File: src/rtl/param_serializer.sv
// rtl/param_serializer.sv - parameterised parallel-to-serial shifter with optional parity bit
module param_serializer #(
    parameter int DATA_WIDTH = 8,
    parameter bit LSB_FIRST  = 1'b1,
    parameter bit PARITY_EN  = 1'b1
) (
    input  logic                  clk,
    input  logic                  RST,
    input  logic [DATA_WIDTH-1:0] P_DATA,
    input  logic                  Load,
    input  logic                  ser_en,
    input  logic                  par_type,
    input  logic                  clr,
    output logic                  ser_data,
    output logic                  ser_done,
    output logic                  busy
);
    localparam int CNT_W = (DATA_WIDTH <= 2) ? 1 : $clog2(DATA_WIDTH);
    localparam logic [CNT_W-1:0] CNT_LAST = CNT_W'(DATA_WIDTH - 1);

    typedef enum logic [1:0] {
        IDLE   = 2'd0,
        SHIFT  = 2'd1,
        PARITY = 2'd2
    } state_t;

    state_t                state_q, state_d;
    logic [CNT_W-1:0]      cnt_q, cnt_d;
    logic [DATA_WIDTH-1:0] data_q, data_d;
    logic                  par_q, par_d;
    logic                  ser_data_q, ser_data_d;
    logic                  ser_done_q, ser_done_d;
    logic [CNT_W-1:0]      bit_sel;

    assign bit_sel = LSB_FIRST ? cnt_q : (CNT_LAST - cnt_q);

    always_ff @(posedge clk or posedge RST) begin
        if (RST) begin
            state_q    <= IDLE;
            cnt_q      <= '0;
            data_q     <= '0;
            par_q      <= 1'b0;
            ser_data_q <= 1'b0;
            ser_done_q <= 1'b0;
        end else begin
            state_q    <= state_d;
            cnt_q      <= cnt_d;
            data_q     <= data_d;
            par_q      <= par_d;
            ser_data_q <= ser_data_d;
            ser_done_q <= ser_done_d;
        end
    end

    always_comb begin
        state_d    = state_q;
        cnt_d      = cnt_q;
        data_d     = data_q;
        par_d      = par_q;
        ser_data_d = ser_data_q;
        ser_done_d = 1'b0;
        if (clr) begin
            state_d = IDLE;
            cnt_d   = '0;
        end else begin
            case (state_q)
                IDLE: begin
                    // Load wins over a simultaneous strobe: nothing is emitted on the capture edge
                    if (Load) begin
                        data_d  = P_DATA;
                        par_d   = (^P_DATA) ^ par_type;
                        cnt_d   = '0;
                        state_d = SHIFT;
                    end
                end
                SHIFT: begin
                    if (ser_en) begin
                        ser_data_d = data_q[bit_sel];
                        if (cnt_q == CNT_LAST) begin
                            // Wrap to 0 rather than overflow past the last index
                            cnt_d = '0;
                            if (PARITY_EN) begin
                                state_d = PARITY;
                            end else begin
                                state_d    = IDLE;
                                ser_done_d = 1'b1;
                            end
                        end else begin
                            cnt_d = cnt_q + 1'b1;
                        end
                    end
                end
                PARITY: begin
                    if (ser_en) begin
                        ser_data_d = par_q;
                        ser_done_d = 1'b1;
                        state_d    = IDLE;
                    end
                end
                default: begin
                    state_d = IDLE;
                    cnt_d   = '0;
                end
            endcase
        end
    end

    assign ser_data = ser_data_q;
    assign ser_done = ser_done_q;
    assign busy     = (state_q != IDLE);
endmodule

File: config.mk
export PLATFORM = sky130hd
export DESIGN_NAME = param_serializer
export DESIGN_NICKNAME = d
export VERILOG_FILES = /design/src/rtl/param_serializer.sv
export SDC_FILE = /design/constraint.sdc
export NUM_CORES = 1
export LEC_CHECK = 0
export ABC_AREA = 0
export CAP_MARGIN = 40
export CORE_MARGIN = 2
export CORE_UTILIZATION = 40
export DETAILED_ROUTE_END_ITERATION = 12
export PLACE_DENSITY = 0.62
export RECOVER_POWER = 100
export SETUP_SLACK_MARGIN = 0.02
export SKIP_CTS_REPAIR_TIMING = 1
export SYNTH_ARGS = -nofsm -noshare
export SYNTH_HDL_FRONTEND = slang
export SYNTH_SLANG_ARGS = --single-unit
File: constraint.sdc
create_clock -name clk -period 1.8 [get_ports clk]
set_input_delay 0.54 -clock clk [delete_from_list [all_inputs] [get_ports clk]]
set_output_delay 0.54 -clock clk [all_outputs]
set_load 0.1 [all_outputs]
Word level (Yosys, flattened, before mapping) --
Index checks and enable logic that the tools add are counted.
Operators by class: add/sub/neg operators 1, $lt $le $gt $ge 1, equality and inequality tests 10, mux-type cells 19, bitwise logic cells 2, reductions and logical operators 8
Operators by type and width (number):
- 3-bit two-way mux | 4
- 3-bit != test, second input constant | 4
- 2-bit two-way mux | 5
- 3-bit one-hot mux with 3 select lines | 1
- 4-bit AND reduction | 2
- 8-bit parity | 1
- 1-bit two-way mux | 6
- 2-bit != test, second input constant | 3
- 2-bit one-hot mux with 3 select lines | 1
- 3-bit AND reduction | 2
- 3-bit by 4-bit < comparator with 1-bit output, second input constant | 1
- 2-bit nonzero test | 2
- 3-bit by 1-bit adder with 3-bit output, second input constant | 1
- 1-bit binary-select mux with 3-bit select | 1
- 3-bit equality test, second input constant | 1
- 2-bit by 1-bit equality test with 1-bit output, second input constant | 1
- 2-bit equality test, second input constant | 1
- 2-bit logical NOT | 1
- 1-bit one-hot mux with 2 select lines | 1
- 1-bit NOT | 1
- 1-bit XOR | 1
Word-level totals: register bits after elaboration 16, input port bits 14

Longest topological paths before layout --
Gate-level depths: netlist (run 1).
depth after elaboration 5, gate-level depth with buffers 5, depth with buffers taken out 5

Worst setup path before layout (run 1) --
Ideal clock, no wire load.
path type register to output, from reg state_q[1], to out busy, arrival time 1.136 ns, data required time 1.260 ns, setup slack 0.124 ns, stages on the path, launching flop included 4, path through dfrtp_1 -> buf_2 -> nor2_1 -> inv_1
Between the ends: word-level cells in the longest chain between the ends 1
RTL lines:
- from (decl) | line 27 | state_t state_q, state_d;
- from (signal assigned) | line 46 | state_q <= state_d;
- 2-bit nonzero test | line 110 | assign busy = (state_q != IDLE);
- to (decl) | line 16 | output logic busy
No other way between the ends.

Final worst setup path (run 1) --
from in clr, to reg data_q[4]
Between the ends: word-level cells in the longest chain between the ends 2
RTL lines:
- from (decl) | line 13 | input logic clr,
- 1-bit NOT (no line)
- 3-bit AND reduction (no line)
- to (signal assigned) | line 48 | data_q <= data_d;
- to (decl) | line 29 | logic [DATA_WIDTH-1:0] data_q, data_d;
No other way between the ends. A chain may end at the register's enable or synchronous reset.

==> flow_metrics.tcl, run 1 <==
set metrics [dict create \
    run_status "finished clean" \
    met2_length_um 781 \
    met1Wirelength_um 742 \
    dp_worst_setup_slack_ps -292.4 \
    max_clock_freq_mhz 571.6 \
    yosysWarningCount 0 \
    clock_latency_on_the_worst_skew_pair_ps 290 \
    fp.dieArea_mm2 0.002543 \
    grt_usage_pct 15.42 \
    overflow 0 \
    worst-endpoint-required_ps 1980 \
    cts-buffers-inserted 3 \
    power.ir.vdd_worst_uv 711.2 \
    p_leak_nw 0.5110 \
    grt_pass1_wl_mm 2.829 \
    max_cap_violations 0 \
    syn_area_per_cell_um2 11.65 \
    worst_pin_slew_ps 859.6 \
    pin_count 17 \
    synth-seq-area-share_pct 46.44 \
    setup_repair_after_global_routing_missed_its_margin "true" \
    routed_wire_length_per_instance_um 12.62 \
    routed-via-count 662 \
    final-hold-violation-count 0 \
    area_of_combinational_cells_with_multiple_inputs_um2 440.4 \
    effective_utilization_at_floorplan_pct 43.06 \
    grt_max_degree 17 \
    tritoncts "yes" \
    detailedRoute.firstPassIterationCount 4 \
    worstSetupStartpointType "input port" \
    top_layer_used "met4" \
    detailedRoute.firstIterationViolations 3 \
    timing.reg2reg.worst_path_depth 4 \
    setup_viol_count_final 0 \
    post_route_cells_drive_above_1_share_pct 28.43 \
    cts_sinks 16 \
    final_cells 129 \
    timing.max_slew.rel_slack_pct 42.69 \
    finalMaxSlewViolations 0 \
    arrival_ps 1930 \
    min_period_over_period_pct 97.19 \
    synth_seq_cells 16 \
    drcViolationCount 0 \
    coreArea_mm2 0.002002 \
    number_of_global_route_vias_before_repair 631 \
    holdPathStages 1 \
    dpl.hpwl_mm 1.162 \
    type_of_the_most_critical_hold_path "flip-flop to flip-flop" \
    dieWidth_um 50.43 \
    path_max_fanout 9 \
    route.antenna.remaining_nets 0 \
    fp.dieH_um 50.43 \
    insertedDiodeCount 0 \
    postLayoutSetupSlackWorst_ps 50.59 \
    ys_types 25 \
    place.detailed.instances 123 \
    endpoint_kind "flip-flop" \
    ctsRootBufferMaster "clkbuf_4" \
    layout_nets 119 \
    synthToLayoutAreaGrowth_pct 33.38 \
    synth.cell_area_um2 862.1 \
    rows 16 \
    fillers 183 \
    finalWirelength_mm 1.628 \
    dr_wl_met3_um 85 \
    postSynthNetCount 90 \
    seq_area_um2 402.9 \
    io_port_bufs 16 \
    timing.final.crit_period_ps 1749 \
    grt_antenna_before_repair 0 \
    syn-instance-count 74 \
    gpl.final_weighted_congestion 0.7288 \
    worst_clock_skew_ps 4.900 \
    cts_max_level 1 \
    clkSlewWorstSetupHoldPaths_ps 90 \
    route.detailed.vias_per_inst 5.132 \
    power_density_mw_per_mm2 836.1 \
    cts_buffer_depth 2 \
    crit_type "input port to flip-flop" \
]
synth_stat cells:
library cell	number	area share, %
nor3_1	1	0.58
dfrtp_1	16	46
buf_6	1	1.3
o21ai_0	5	2.9
a221o_1	1	1.2
ha_1	2	2.9
buf_2	1	0.58
a31oi_1	2	1.5
mux2_2	10	13
nor2b_1	1	0.73
o31a_1	1	1.0
nor2_1	6	2.6
a211oi_1	1	0.87
nand2_1	5	2.2
inv_1	2	0.87
nor4b_4	1	2.8
nand3b_1	1	0.87
nand3_1	5	2.9
nand2b_1	2	1.5
xor2_1	1	1.0
mux4_2	1	2.6
xnor2_1	5	5.1
o21a_1	1	0.87
xnor3_1	1	2.6
mux2i_1	1	1.2
sequential cells by signal (all words and copies together) (netlist names):
register  count
bit_sel       3
data_q        8
par_q         1
ser_data      1
ser_done      1
state_q       2
layout by cell type, fill, tap and decap left out, types with 3 or more instances in the layout:
cell	synthesis	layout
buf_4	0	7
clkbuf_1	0	3
clkbuf_4	0	3
clkdlybuf4s50_1	0	9
dfrtp_1	16	14
mux2_2	10	10
nand2_1	5	5
nand3_1	5	5
nor2_1	6	5
o21ai_0	5	5
xnor2_1	5	5
path summary, 6_finish.rpt:
| path | slack [ps] | end | from |
|---|---|---|---|
| setup / recovery | 50 | data_q[4]$_DFFE_PP0P_ | clr |
| hold / removal | 510 | data_q[7]$_DFFE_PP0P_ | data_q[7]$_DFFE_PP0P_ |
| min in group asynchronous | 920 | data_q[2]$_DFFE_PP0P_ | RST |
| hold reg to reg | 510 | data_q[7]$_DFFE_PP0P_ | data_q[7]$_DFFE_PP0P_ |
| max in group asynchronous | 300 | state_q[0]$_DFFE_PP0P_ | RST |
| setup reg to reg | 240 | data_q[4]$_DFFE_PP0P_ | state_q[0]$_DFFE_PP0P_ |
final cells by class:
type / count / area share (%)
multi-input cells: 54 / 38.30
flip-flops and latches: 16 / 35.04
repair buffers: 26 / 19.91
clock buffers: 4 / 3.156
well taps: 27 / 2.938
inverters: 2 / 0.6529
report_power, final:
group	switching (mW)	internal [mW]
clock	0.113	0.123
sequential	0.0311	0.416
combinational	0.138	0.141
kinds of logic (layout without fill, tap and decap cells):
logic type / after synthesis / count (layout) / synth area share, %
adders and majority gates: 2 / 2 / 2.902
buffers and inverters: 4 / 32 / 2.757
xor gates and xnor gates: 7 / 7 / 8.708
and+or+nand+nor: 22 / 22 / 14.08
AOI/OAI and AO/OA: 11 / 11 / 8.273
muxes: 12 / 12 / 16.84
DFF: 16 / 16 / 46.44
per-layer routing:
metal  global-route usage [%]  up-vias
li1                         -      321
met1                    18.44      321
met2                    25.00       18
met3                    6.250        2
met4                    5.405        0
met5                        0        -
worst max-delay path, stage by stage:
cell and delay (ps):
dlygate4sd3_1 600, nor4b_4 220, buf_4 220, mux2_2 350
through the flow:
stage / util (%) / setup TNS (ps) / cell area (µm²) / hold slack (ps) / power, mW
6_report: 57.44 / 0 / 1150 / 508.2 / 0.9614
4_1_cts: 58.25 / -96.27 / 1166 / 515.4 / 0.9968
3_5_place_dp: 56.44 / -1513 / 1130 / 493.5 / 0.7592
2_1_floorplan: - / 0 / 862.1 / 453.7 / 0.6463
3_3_place_gp: 56.44 / -1343 / 1130 / 486.2 / 0.7559
5_1_grt: 57.44 / -8.000 / 1150 / 536.6 / 1.020
(Power assumes the default switching activity.)
==> inputs of run 2 (changes only) <==
Settings changed: CAP_MARGIN 40 to 20, CTS_BUF_LIST set to sky130_fd_sc_hd__clkbuf_8, SKIP_LAST_GASP set to 1.
==> flow_metrics.tcl, run 2 (same netlist as run 1, synthesis figures left out) <==
set metrics [dict create \
    run_status "finished clean" \
    final-hold-violation-count 0 \
    postLayoutSetupSlackWorst_ps 57.41 \
    p_leak_nw 0.5105 \
    path_max_fanout 9 \
    synthToLayoutAreaGrowth_pct 32.80 \
    cts_sinks 16 \
    endpoint_kind "flip-flop" \
    holdPathStages 1 \
    detailedRoute.firstPassIterationCount 4 \
    fin_setup_tns_ps 0 \
    crit_type "input port to flip-flop" \
    layout.cells.most_common_list "dfrtp_1, mux2_2, clkdlybuf4s50_1" \
    worst_clock_skew_ps 4.168 \
    number_of_global_route_vias_before_repair 639 \
    rows 16 \
    finalInstanceArea_mm2 0.001145 \
    layout_nets 117 \
    regToRegStartpoint "bit_sel[0]$_DFFE_PP0P_" \
    grt_usage_pct 15.55 \
    seq_area_um2 402.9 \
    io_port_bufs 16 \
    worst_pin_slew_ps 855.6 \
    power_density_mw_per_mm2 902.6 \
    type_of_the_most_critical_hold_path "flip-flop to flip-flop" \
    crit_buf_inv 2 \
    power_mw 1.033 \
    worstPathCellList "clkdlybuf4s50_1 > nor4b_4 > buf_2 > mux2_2" \
    setup_viol_count_final 0 \
    route.detailed.vias_per_inst 5.063 \
    routed_wire_length_per_instance_um 12.61 \
    routed-via-count 643 \
    clock_latency_on_the_worst_skew_pair_ps 250 \
    min_period_over_period_pct 96.81 \
    timing.max_slew.rel_slack_pct 42.96 \
    finalWirelength_mm 1.601 \
    power.ir.vdd_worst_uv 796.0 \
    dpl_cell_area_mm2 0.001130 \
    clkSlewWorstSetupHoldPaths_ps 60 \
    max_cap_violations 0 \
    timing.reg2reg.worst_path_depth 5 \
    largest_register_ffs 8 \
    fp.dieArea_mm2 0.002543 \
    overflow 0 \
    worst_hold_path.endpoint "data_q[7]$_DFFE_PP0P_" \
    crit_slowest_cell "clkdlybuf4s50_1" \
    setup_repair_after_global_routing_missed_its_margin "false" \
    pin_count 17 \
    drcViolationCount 0 \
    route.antenna.remaining_nets 0 \
    worst_r2r_end "ser_data$_DFFE_PP0P_" \
    critPathLaunch "clr" \
    fillers 186 \
    grt_pass1_wl_mm 2.849 \
    worstSetupStartpointType "input port" \
    finish.utilization_pct 57.19 \
    effective_utilization_at_floorplan_pct 43.06 \
    coreArea_mm2 0.002002 \
    cts_buffer_depth 2 \
    insertedDiodeCount 0 \
    post_route_cells_drive_above_1_share_pct 26.00 \
    grt_max_degree 17 \
    finalMaxSlewViolations 0 \
    timing.final.crit_period_ps 1743 \
    mostFrequentLayoutCell "dfrtp_1" \
    dp_worst_setup_slack_ps -292.4 \
    cts-buffers-inserted 3 \
    dpl.hpwl_mm 1.162 \
    place.detailed.instances 123 \
    hold_start "data_q[7]$_DFFE_PP0P_" \
    max_clock_freq_mhz 573.9 \
    critical-path-max-stage-delay_ps 480 \
    grt_antenna_before_repair 0 \
    final_cells 127 \
    detailedRoute.firstIterationViolations 5 \
    worst-endpoint-required_ps 1930 \
    arrival_ps 1880 \
    dieWidth_um 50.43 \
    fin_worst_hold_slack_ps 501.6 \
    tritoncts "yes" \
    reg2reg_slack_ps 270 \
    cts_max_level 1 \
    fp.dieH_um 50.43 \
    gpl.final_weighted_congestion 0.7288 \
    top_register "data_q" \
    ctsRootBufferMaster "clkbuf_8" \
    critical-path-top-delay-family "buffers and inverters" \
    area_of_combinational_cells_with_multiple_inputs_um2 440.4 \
]
run 2: changes by cell type in the layout (fill, tap and decap cells not counted), moves of 2 or more:
cell,before,now
clkbuf_4,3,0
clkbuf_2,0,2
dlygate4sd3_1,2,0
buf_4,7,3
clkbuf_8,1,4
run 2: metal layers:
metal,global-route usage (%),vias to the layer above,wire length [µm]
li1,-,316,-
met1,18.25,311,756
met2,25.66,14,745
met3,7.143,2,88
met4,4.054,0,11
met5,0,-,0
run 2: worst max-delay path by stage:
| stage | endpoint | slack [ps] | cells past startpoint |
|---|---|---|---|
| 3_5_place_dp | par_q$_DFFE_PP0P_ | -290 | 5 |
| 4_1_cts | busy | -50 | 3 |
| 2_1_floorplan | busy | 120 | 3 |
| 5_1_grt | data_q[7]$_DFFE_PP0P_ | 10 | 4 |
| 6_report | data_q[4]$_DFFE_PP0P_ | 60 | 4 |
| 3_3_place_gp | par_q$_DFFE_PP0P_ | -270 | 5 |
run 2: layout make-up:
class                   count  area share, %
clock buffers               4          4.809
flip-flops and latches     16          35.19
inverters                   2         0.6557
repair buffers             24          17.92
well taps                  27          2.951
multi-input cells          54          38.47
run 2: where the power goes:
part / total [mW] / switching (mW) / internal (mW)
logic: 0.266 / 0.133 / 0.134
registers: 0.451 / 0.0346 / 0.417
clock network: 0.316 / 0.122 / 0.194
total: 1.03 / 0.289 / 0.744
